[src/rtl/score_board.sv]
// score_board: pong score keeper with a PLAY/OVER state machine, UART-key restart and seven-segment score rendering.
// Optional feature: define SCORE_BLINK_EN to blink the winner's digit (16 frames on, 16 off) while the game is over.
module score_board #(
    parameter int WIN_SCORE   = 5,
    parameter int RESTART_KEY = 114,
    parameter int P1_X        = 280,
    parameter int P2_X        = 336,
    parameter int DIGIT_Y     = 16
) (
    input  logic       i_CLK,
    input  logic       i_RST,
    input  logic       i_p1_scored,
    input  logic       i_p2_scored,
    input  logic       i_DataValid,
    input  logic [7:0] i_key_byte,
    input  logic [9:0] i_display_x_pos,
    input  logic [9:0] i_display_y_pos,
    output logic [2:0] o_red,
    output logic [2:0] o_green,
    output logic [2:0] o_blue,
    output logic [3:0] o_p1_score,
    output logic [3:0] o_p2_score,
    output logic       o_game_over,
    output logic       o_winner
);

    localparam logic [3:0] LP_WIN   = 4'(WIN_SCORE);
    localparam logic [7:0] LP_KEY   = 8'(RESTART_KEY);
    localparam logic [9:0] LP_P1_X  = 10'(P1_X);
    localparam logic [9:0] LP_P2_X  = 10'(P2_X);
    localparam logic [9:0] LP_Y     = 10'(DIGIT_Y);
    localparam logic [9:0] LP_W     = 10'd24;
    localparam logic [9:0] LP_H     = 10'd40;

    typedef enum logic {
        ST_PLAY = 1'b0,
        ST_OVER = 1'b1
    } state_t;

    // ------------------------------------------------------------------
    // Scored-level synchronizers and rising-edge point strobes
    // ------------------------------------------------------------------
    logic r_p1_meta, r_p1_sync, r_p1_prev;
    logic r_p2_meta, r_p2_sync, r_p2_prev;
    logic w_p1_pt, w_p2_pt;

    always_ff @(posedge i_CLK or posedge i_RST) begin
        if (i_RST) begin
            r_p1_meta <= 1'b0;
            r_p1_sync <= 1'b0;
            r_p1_prev <= 1'b0;
            r_p2_meta <= 1'b0;
            r_p2_sync <= 1'b0;
            r_p2_prev <= 1'b0;
        end else begin
            r_p1_meta <= i_p1_scored;
            r_p1_sync <= r_p1_meta;
            r_p1_prev <= r_p1_sync;
            r_p2_meta <= i_p2_scored;
            r_p2_sync <= r_p2_meta;
            r_p2_prev <= r_p2_sync;
        end
    end

    assign w_p1_pt = r_p1_sync & ~r_p1_prev;
    assign w_p2_pt = r_p2_sync & ~r_p2_prev;

    // The UART byte is a one-cycle strobe with no backpressure: a byte counts
    // only in the cycle i_DataValid is high, and is never held or re-sampled.
    logic w_restart;
    assign w_restart = i_DataValid && (i_key_byte == LP_KEY);

    // ------------------------------------------------------------------
    // Game state machine
    // ------------------------------------------------------------------
    state_t     r_state, w_state_next;
    logic [3:0] r_p1_score, r_p2_score;
    logic [3:0] w_p1_next, w_p2_next;
    logic       r_winner, w_winner_next;

    always_ff @(posedge i_CLK or posedge i_RST) begin
        if (i_RST) begin
            r_state    <= ST_PLAY;
            r_p1_score <= 4'd0;
            r_p2_score <= 4'd0;
            r_winner   <= 1'b0;
        end else begin
            r_state    <= w_state_next;
            r_p1_score <= w_p1_next;
            r_p2_score <= w_p2_next;
            r_winner   <= w_winner_next;
        end
    end

    always_comb begin
        w_state_next  = r_state;
        w_p1_next     = r_p1_score;
        w_p2_next     = r_p2_score;
        w_winner_next = r_winner;
        if (w_restart) begin
            w_state_next  = ST_PLAY;
            w_p1_next     = 4'd0;
            w_p2_next     = 4'd0;
            w_winner_next = 1'b0;
        end else begin
            case (r_state)
                ST_PLAY: begin
                    // Scores are below LP_WIN in PLAY, so one increment cannot overshoot.
                    w_p1_next = r_p1_score + {3'b000, w_p1_pt};
                    w_p2_next = r_p2_score + {3'b000, w_p2_pt};
                    if (w_p1_next == LP_WIN) begin
                        w_state_next  = ST_OVER;
                        w_winner_next = 1'b0;
                    end else if (w_p2_next == LP_WIN) begin
                        w_state_next  = ST_OVER;
                        w_winner_next = 1'b1;
                    end
                end
                ST_OVER: begin
                    w_state_next = ST_OVER;
                end
                default: begin
                    w_state_next = ST_PLAY;
                end
            endcase
        end
    end

    assign o_p1_score  = r_p1_score;
    assign o_p2_score  = r_p2_score;
    assign o_game_over = (r_state == ST_OVER);
    assign o_winner    = r_winner;

    // ------------------------------------------------------------------
    // Seven-segment rendering
    // ------------------------------------------------------------------
    // Segment vector order is {a,b,c,d,e,f,g}.
    function automatic logic [6:0] seg_decode(input logic [3:0] digit);
        logic [6:0] segs;
        case (digit)
            4'd0:    segs = 7'b1111110;
            4'd1:    segs = 7'b0110000;
            4'd2:    segs = 7'b1101101;
            4'd3:    segs = 7'b1111001;
            4'd4:    segs = 7'b0110011;
            4'd5:    segs = 7'b1011011;
            4'd6:    segs = 7'b1011111;
            4'd7:    segs = 7'b1110000;
            4'd8:    segs = 7'b1111111;
            4'd9:    segs = 7'b1111011;
            default: segs = 7'b0000000;
        endcase
        return segs;
    endfunction

    // dx/dy are offsets inside the 24x40 cell; the caller guarantees the bounds.
    function automatic logic seg_lit(input logic [9:0] dx, input logic [9:0] dy,
                                     input logic [6:0] segs);
        logic lit;
        lit = 1'b0;
        if (segs[6] && (dy <= 10'd3))                       lit = 1'b1;
        if (segs[5] && (dx >= 10'd20) && (dy <= 10'd21))    lit = 1'b1;
        if (segs[4] && (dx >= 10'd20) && (dy >= 10'd18))    lit = 1'b1;
        if (segs[3] && (dy >= 10'd36))                      lit = 1'b1;
        if (segs[2] && (dx <= 10'd3) && (dy >= 10'd18))     lit = 1'b1;
        if (segs[1] && (dx <= 10'd3) && (dy <= 10'd21))     lit = 1'b1;
        if (segs[0] && (dy >= 10'd18) && (dy <= 10'd21))    lit = 1'b1;
        return lit;
    endfunction

    logic       w_p1_in, w_p2_in;
    logic [9:0] w_p1_dx, w_p2_dx, w_dy;
    logic       w_p1_blank, w_p2_blank;
    logic       w_pix_on;
    logic       r_pix_on;

    assign w_p1_in = (i_display_x_pos >= LP_P1_X) && (i_display_x_pos < LP_P1_X + LP_W) &&
                     (i_display_y_pos >= LP_Y)    && (i_display_y_pos < LP_Y + LP_H);
    assign w_p2_in = (i_display_x_pos >= LP_P2_X) && (i_display_x_pos < LP_P2_X + LP_W) &&
                     (i_display_y_pos >= LP_Y)    && (i_display_y_pos < LP_Y + LP_H);
    assign w_p1_dx = i_display_x_pos - LP_P1_X;
    assign w_p2_dx = i_display_x_pos - LP_P2_X;
    assign w_dy    = i_display_y_pos - LP_Y;

`ifdef SCORE_BLINK_EN
    // Frame counter ticks on the top-left pixel of each frame.
    logic [4:0] r_frame;
    logic       w_blink_off;

    always_ff @(posedge i_CLK or posedge i_RST) begin
        if (i_RST) begin
            r_frame <= 5'd0;
        end else if (w_restart) begin
            r_frame <= 5'd0;
        end else if ((i_display_x_pos == 10'd0) && (i_display_y_pos == 10'd0)) begin
            r_frame <= r_frame + 5'd1;
        end
    end

    assign w_blink_off = (r_state == ST_OVER) && r_frame[4];
    assign w_p1_blank  = w_blink_off && !r_winner;
    assign w_p2_blank  = w_blink_off && r_winner;
`else
    assign w_p1_blank = 1'b0;
    assign w_p2_blank = 1'b0;
`endif

    assign w_pix_on = (w_p1_in && !w_p1_blank && seg_lit(w_p1_dx, w_dy, seg_decode(r_p1_score))) ||
                      (w_p2_in && !w_p2_blank && seg_lit(w_p2_dx, w_dy, seg_decode(r_p2_score)));

    always_ff @(posedge i_CLK or posedge i_RST) begin
        if (i_RST) begin
            r_pix_on <= 1'b0;
        end else begin
            r_pix_on <= w_pix_on;
        end
    end

    assign o_red   = {3{r_pix_on}};
    assign o_green = {3{r_pix_on}};
    assign o_blue  = {3{r_pix_on}};

endmodule

[config.mk]
export PLATFORM = sky130hd
export DESIGN_NAME = score_board
export DESIGN_NICKNAME = d
export VERILOG_FILES = /design/src/rtl/score_board.sv
export SDC_FILE = /design/constraint.sdc
export NUM_CORES = 1
export LEC_CHECK = 0
export BUFFER_PORTS_ARGS = -buffer_cell sky130_fd_sc_hd__buf_4
export CAP_MARGIN = 20
export CORE_ASPECT_RATIO = 0.6
export CORE_MARGIN = 2
export CORE_UTILIZATION = 40
export DETAILED_ROUTE_END_ITERATION = 12
export GPL_ROUTABILITY_DRIVEN = 0
export GPL_TIMING_DRIVEN = 0
export PLACE_DENSITY = 0.64
export SLEW_MARGIN = 20
export SYNTH_ARGS = -nofsm -noshare
export SYNTH_HDL_FRONTEND = slang
export SYNTH_SLANG_ARGS = --single-unit
export TNS_END_PERCENT = 30
[constraint.sdc]
create_clock -name i_CLK -period 2.9 [get_ports i_CLK]
set_clock_uncertainty 0.1 [all_clocks]
set_input_delay 0.145 -clock i_CLK [delete_from_list [all_inputs] [get_ports i_CLK]]
set_output_delay 0.145 -clock i_CLK [all_outputs]
set_load 0.1 [all_outputs]
==> Yosys cells after proc, flatten, opt, wreduce, memory -nomap -nowiden <==
Memories as Yosys holds them, arrays and structs flattened.
Cells that the tools add are included.
{ "word_totals": {"register_bits": 17, "mem_bits_ro": 224, "in_bits": 33, "output_inout_bits": 19, "elab_cells": 103, "mem_count": 2} }
{ "mem_list": {"columns": ["memory", "depth", "width", "rd", "rd_ports_with_merged_regs", "wr", "line", "source"], "rows": [
  ["(name not given)", 16, 7, 1, 0, 0, "140", "case (digit)"],
  ["(name not given)", 16, 7, 1, 0, 0, "140", null]
]} }
{ "classes": {"addsub": 5, "order_cmp": 14, "eq_ne": 4, "muxes": 26, "bitwise": 5, "n_reduce_logical": 36} }
{ "ops": {"columns": ["cell", "count"], "rows": [
  ["$ge 10x5->1 const B", 4],
  ["$logic_and 1x1->1", 33],
  ["$le 10x2->1 const B", 3],
  ["$mux 1", 21],
  ["$ge 10x9->1 const B", 2],
  ["$lt 10x9->1 const B", 2],
  ["$sub 10x9->10 const B", 2],
  ["$mux 4", 4],
  ["$ge 10x6->1 const B", 1],
  ["$le 10x5->1 const B", 1],
  ["$lt 10x6->1 const B", 1],
  ["$sub 10x5->10 const B", 1],
  ["$add 4x1->4", 2],
  ["$eq 4x3->1 const B", 2],
  ["$eq 8x7->1 const B", 1],
  ["$not 1->1", 3],
  ["$reduce_bool 3->1", 1],
  ["$and 1x1->1", 2],
  ["$ne 2x2->1 const B", 1],
  ["$pmux 1 s2", 1],
  ["$reduce_and 2->1", 1],
  ["$logic_or 1x1->1", 1]
]} }

==> Longest topological paths before layout <==
{ "logic_depth": {"ltp_word": 12, "ltp_mapped": 9, "depth_no_buf": 9} }

==> Least setup slack after synthesis <==
OpenSTA, ideal clock, no wires.
{ "synth_timing": {"kind": "flip-flop to flip-flop", "from": "register r_p2_score[1] (netlist: o_p2_score[1])", "to": "register r_pix_on", "setup_time_ns": 0.139, "t_arrival_ns": 2.735, "required_time_ns": 2.661, "setup_slack_ns": -0.074, "stages_incl_launch_ff": 9, "path_buffers": 0, "synth_period_minus_slack_ns": 2.974, "path_cell_list": "dfrtp_1 -> inv_1 -> ha_1 -> nor2b_1 -> o311ai_0 -> nor4_1 -> o21ai_0 -> a311oi_1 -> or4_1"} }
{ "synth_between": {"elab_chain_cells": 11, "elab_cells_between_ends": 22, "classes_between": "7 x mux; 14 x reduce/logical; 1 x memory"} }
{ "synth_rtl": {"columns": ["item", "line", "source"], "rows": [
  ["start: declaration", "77", "logic [3:0] r_p1_score, r_p2_score;"],
  ["start signal: assignment", "90", "r_p2_score <= w_p2_next;"],
  ["$mem_v2 16x7 (*)", null, null],
  ["$logic_and 1x1->1, on equally long branches", "161, 162", null],
  ["$mux 1 or $logic_and 1x1->1 (tied branches)", "161, 162", null],
  ["$mux 1", "162", "if (segs[5] && (dx >= 10'd20) && (dy <= 10'd21)) lit = 1'b1;"],
  ["$mux 1", "163", "if (segs[4] && (dx >= 10'd20) && (dy >= 10'd18)) lit = 1'b1;"],
  ["$mux 1", "164", "if (segs[3] && (dy >= 10'd36)) lit = 1'b1;"],
  ["$mux 1", "165", "if (segs[2] && (dx <= 10'd3) && (dy >= 10'd18)) lit = 1'b1;"],
  ["$mux 1", "166", "if (segs[1] && (dx <= 10'd3) && (dy <= 10'd21)) lit = 1'b1;"],
  ["$mux 1 (*)", "167", "if (segs[0] && (dy >= 10'd18) && (dy <= 10'd21)) lit = 1'b1;"],
  ["$logic_and 1x1->1 (*)", "209", "(w_p2_in && !w_p2_blank && seg_lit(w_p2_dx, w_dy, seg_decode(r_p2_score)));"],
  ["$logic_or 1x1->1 (*)", "208", "assign w_pix_on = (w_p1_in && !w_p1_blank && seg_lit(w_p1_dx, w_dy, seg_decode(r_p1_score))) ||"],
  ["named net w_pix_on", "174", "logic w_pix_on;"],
  ["end signal: assignment", "215", "r_pix_on <= w_pix_on;"],
  ["end: declaration", "175", "logic r_pix_on;"]
]} }
Mark *: on every way through the listed nets, which the timed path passes. The rest lies on a longest branch.
A chain may end at the register's enable or synchronous reset.

==> Final worst setup path <==
Same ends and word-level chain as after synthesis.

==> impl_metrics.tcl <==
set metrics [dict create \
    finalSetupTns_ps 0 \
    hold_violations 0 \
    cts_sinks 17 \
    setup_viol 0 \
    power.leakage_nw 1.12 \
    drcViolationCount 0 \
    root_buffer "clkbuf_8" \
    cp-end-kind "flip-flop" \
    r2r_start "o_p2_score[1]" \
    syn-mean-instance-area_um2 8.64 \
    ys_types 51 \
    rsz0062_at_grt "false" \
    grt_usage_pct 16.5 \
    final_layout_size_suffix_gt1_share_pct 28.1 \
    drtPass1Iterations 4 \
    htree_levels 1 \
    drv_cap 0 \
    core_mm2 0.00454 \
    port_buffers 50 \
    dp_hpwl_mm 3.45 \
    worstMarginPinSlew_ps 647 \
    clock_latency_ps 250 \
    min_period_ps 2470 \
    irDropWorstVdd_uv 928 \
    synthesis.instances 216 \
    internal_power_mw 0.750 \
    final_common_cell "buf_4" \
    synth_edf_count 0 \
    crit_start "o_p2_score[1]" \
    synth_area_leaders "dfrtp_1 23%, ha_1 19%, mux2i_1 3.8%" \
    clk_pin_slew_ps 70 \
    wire_per_inst_um 12.6 \
    seq_area_frac_synth_pct 22.8 \
    viasPerCell 5.18 \
    syn_to_final_growth_pct 29.3 \
    drtAntennaViolNets 0 \
    via_count 1745 \
    clock_power_share_pct 10.2 \
    hold_ws_ps 72.7 \
    die_w_um 92.2 \
    row_count 19 \
    diodes 0 \
    cts_tree "yes" \
    dieArea_mm2 0.00524 \
    synth_ff_type "dfrtp_1" \
    postSynth.asyncResetShare_pct 100 \
    synth.top_cell.area_share_pct 22.8 \
    comb_power_share_pct 66.9 \
    totalWireLength_mm 4.26 \
    die_h_um 56.9 \
    hold_path.startpoint "i_key_byte[3]" \
    antenna_found_initial 0 \
    drtIter0Drc 59 \
    grt_first_pass_wirelength_mm 7.18 \
    relSlewSlack_pct 56.9 \
    sequentialPowerShare_pct 22.8 \
    slew_viol_final 0 \
    layout_setup_ws_ps 428 \
    arrival_ps 2490 \
    cts_setup_buffers 0 \
    outcome "finished, final reports clean" \
    min_period_over_period_pct 85.3 \
    synth.net_count 278 \
    ys_seq_elements 17 \
    layout_common_cells "60 x buf_4, 29 x ha_1, 15 x nor2_1, 15 x dfrtp_1, 14 x inv_1" \
    cts_max_path_buffers 2 \
    fmax_ghz 0.404 \
    rrSetupSlack_ps 430 \
    ys_warn_count 0 \
    grt-ovfl-total 0 \
    grt_pass1_vias 1533 \
    hp-class "input pin to flip-flop" \
    numCtsBuffers 3 \
    nNetsFinal 337 \
    grt_max_degree 18 \
    yosysTopAreaCell "dfrtp_1" \
    syn_area_mm2 0.00187 \
    crit_fanout 11 \
    power_density_mw_per_mm2 710 \
    critPathKind "flip-flop to flip-flop" \
    p_sw_share_pct 56.2 \
    initial_utilization_pct 41.1 \
    start_kind "flip-flop" \
    pre_cts_slack_ps 394 \
    switchingPower_mw 0.964 \
    ios 52 \
    required_ps 2920 \
]
==> stage by stage <==
stage	instance area, um2	util, %	total power, mW	cells
after floorplan	1870	-	1.27	216
after global placement	2320	51.1	1.53	329
after detailed placement	2340	51.4	1.54	330
after CTS	2410	53.1	1.72	337
after global routing	2410	53.1	1.84	337
final	2410	53.1	1.71	337
==> synth_stat cells (all sizes together) (2+ instances only) <==
library cell,n
ha,29
dfrtp,17
nor2,15
inv,14
a21oi,13
o21ai,12
buf,11
nor3,10
nor2b,9
mux2i,7
nand2,7
nand3,6
nor4,5
xor2,5
clkbuf,4
or3,4
xnor2,4
a31oi,3
nand2b,3
nand3b,3
nor3b,3
a211oi,2
a32oi,2
nand4b,2
o2111ai,2
o211ai,2
o21a,2
or4,2
==> sequential cells by signal, indices dropped and copies added (netlist names) <==
| register | flops |
|---|---|
| r_p2_meta | 1 |
| r_p2_sync | 1 |
| o_winner | 1 |
| r_pix_on | 1 |
| r_p2_prev | 1 |
| o_p2_score | 4 |
| r_p1_sync | 1 |
| r_p1_prev | 1 |
| o_game_over | 1 |
| r_p1_meta | 1 |
| o_p1_score | 4 |
==> layout make-up <==
type                       count  area [um2]
buffer                        15        97.6
inverter                      14        52.6
sequential                    17         428
multi-input combinational    170        1300
tap                           63        78.8
clock buffer                   3        41.3
fill                         423        2130
timing repair buffer          54         413
clock inverter                 1        5.00
==> layer usage <==
layer | wire (um) | share of wire, % | GRT usage [%] | up-vias
met2 | 1720 | 40 | 24.4 | 45
met3 | 272 | 6.4 | 3.49 | 2
met5 | 0 | 0 | 0 | -
li1 | - | - | - | 893
met1 | 2250 | 53 | 25.5 | 805
met4 | 12 | 0.28 | 1.92 | 0
==> logic make-up (layout without fill, tap and decap cells) <==
kind of cell,after synthesis,in the layout,share of synthesized area (%)
mux,7,7,3.76
compound gates,51,51,18.9
buf+inv,29,87,8.05
flops,17,17,22.8
xor+xnor,9,9,4.63
simple gates,74,74,22.4
fa+ha+maj,29,29,19.5
==> power groups by stage <==
stage	clock network [mW]	logic (mW)	registers [mW]
2_1_floorplan	0	0.495	0.774
3_3_place_gp	0	1.13	0.396
3_5_place_dp	0	1.14	0.396
4_1_cts	0.180	1.15	0.392
5_1_grt	0.191	1.25	0.406
6_report	0.175	1.15	0.391
==> worst paths after layout <==
check,to,depth (start not counted)
worst max register to register,r_pix_on,8
min in group asynchronous,o_game_over,3
worst min register to register,r_p1_sync,0
worst max-delay path,r_pix_on,8
max in group asynchronous,o_p2_score[1],3
worst min-delay path,o_p1_score[2],3
==> critical path: stages (launching register included) <==
cell and delay (ps):
dfrtp_2 490, inv_1 120, ha_1 180, nor2b_1 140, o311ai_0 390, nor4_1 80
o21ai_0 200, a311oi_1 100, or4_1 530
==> what timing repair did <==
| action | 4_1_cts | 5_1_grt |
|---|---|---|
| hold buffers | 3 | 0 |
| resized for setup | 0 | 0 |
| hold endpoints to repair | 19 | 0 |
Power figures use the tool's default switching activity.
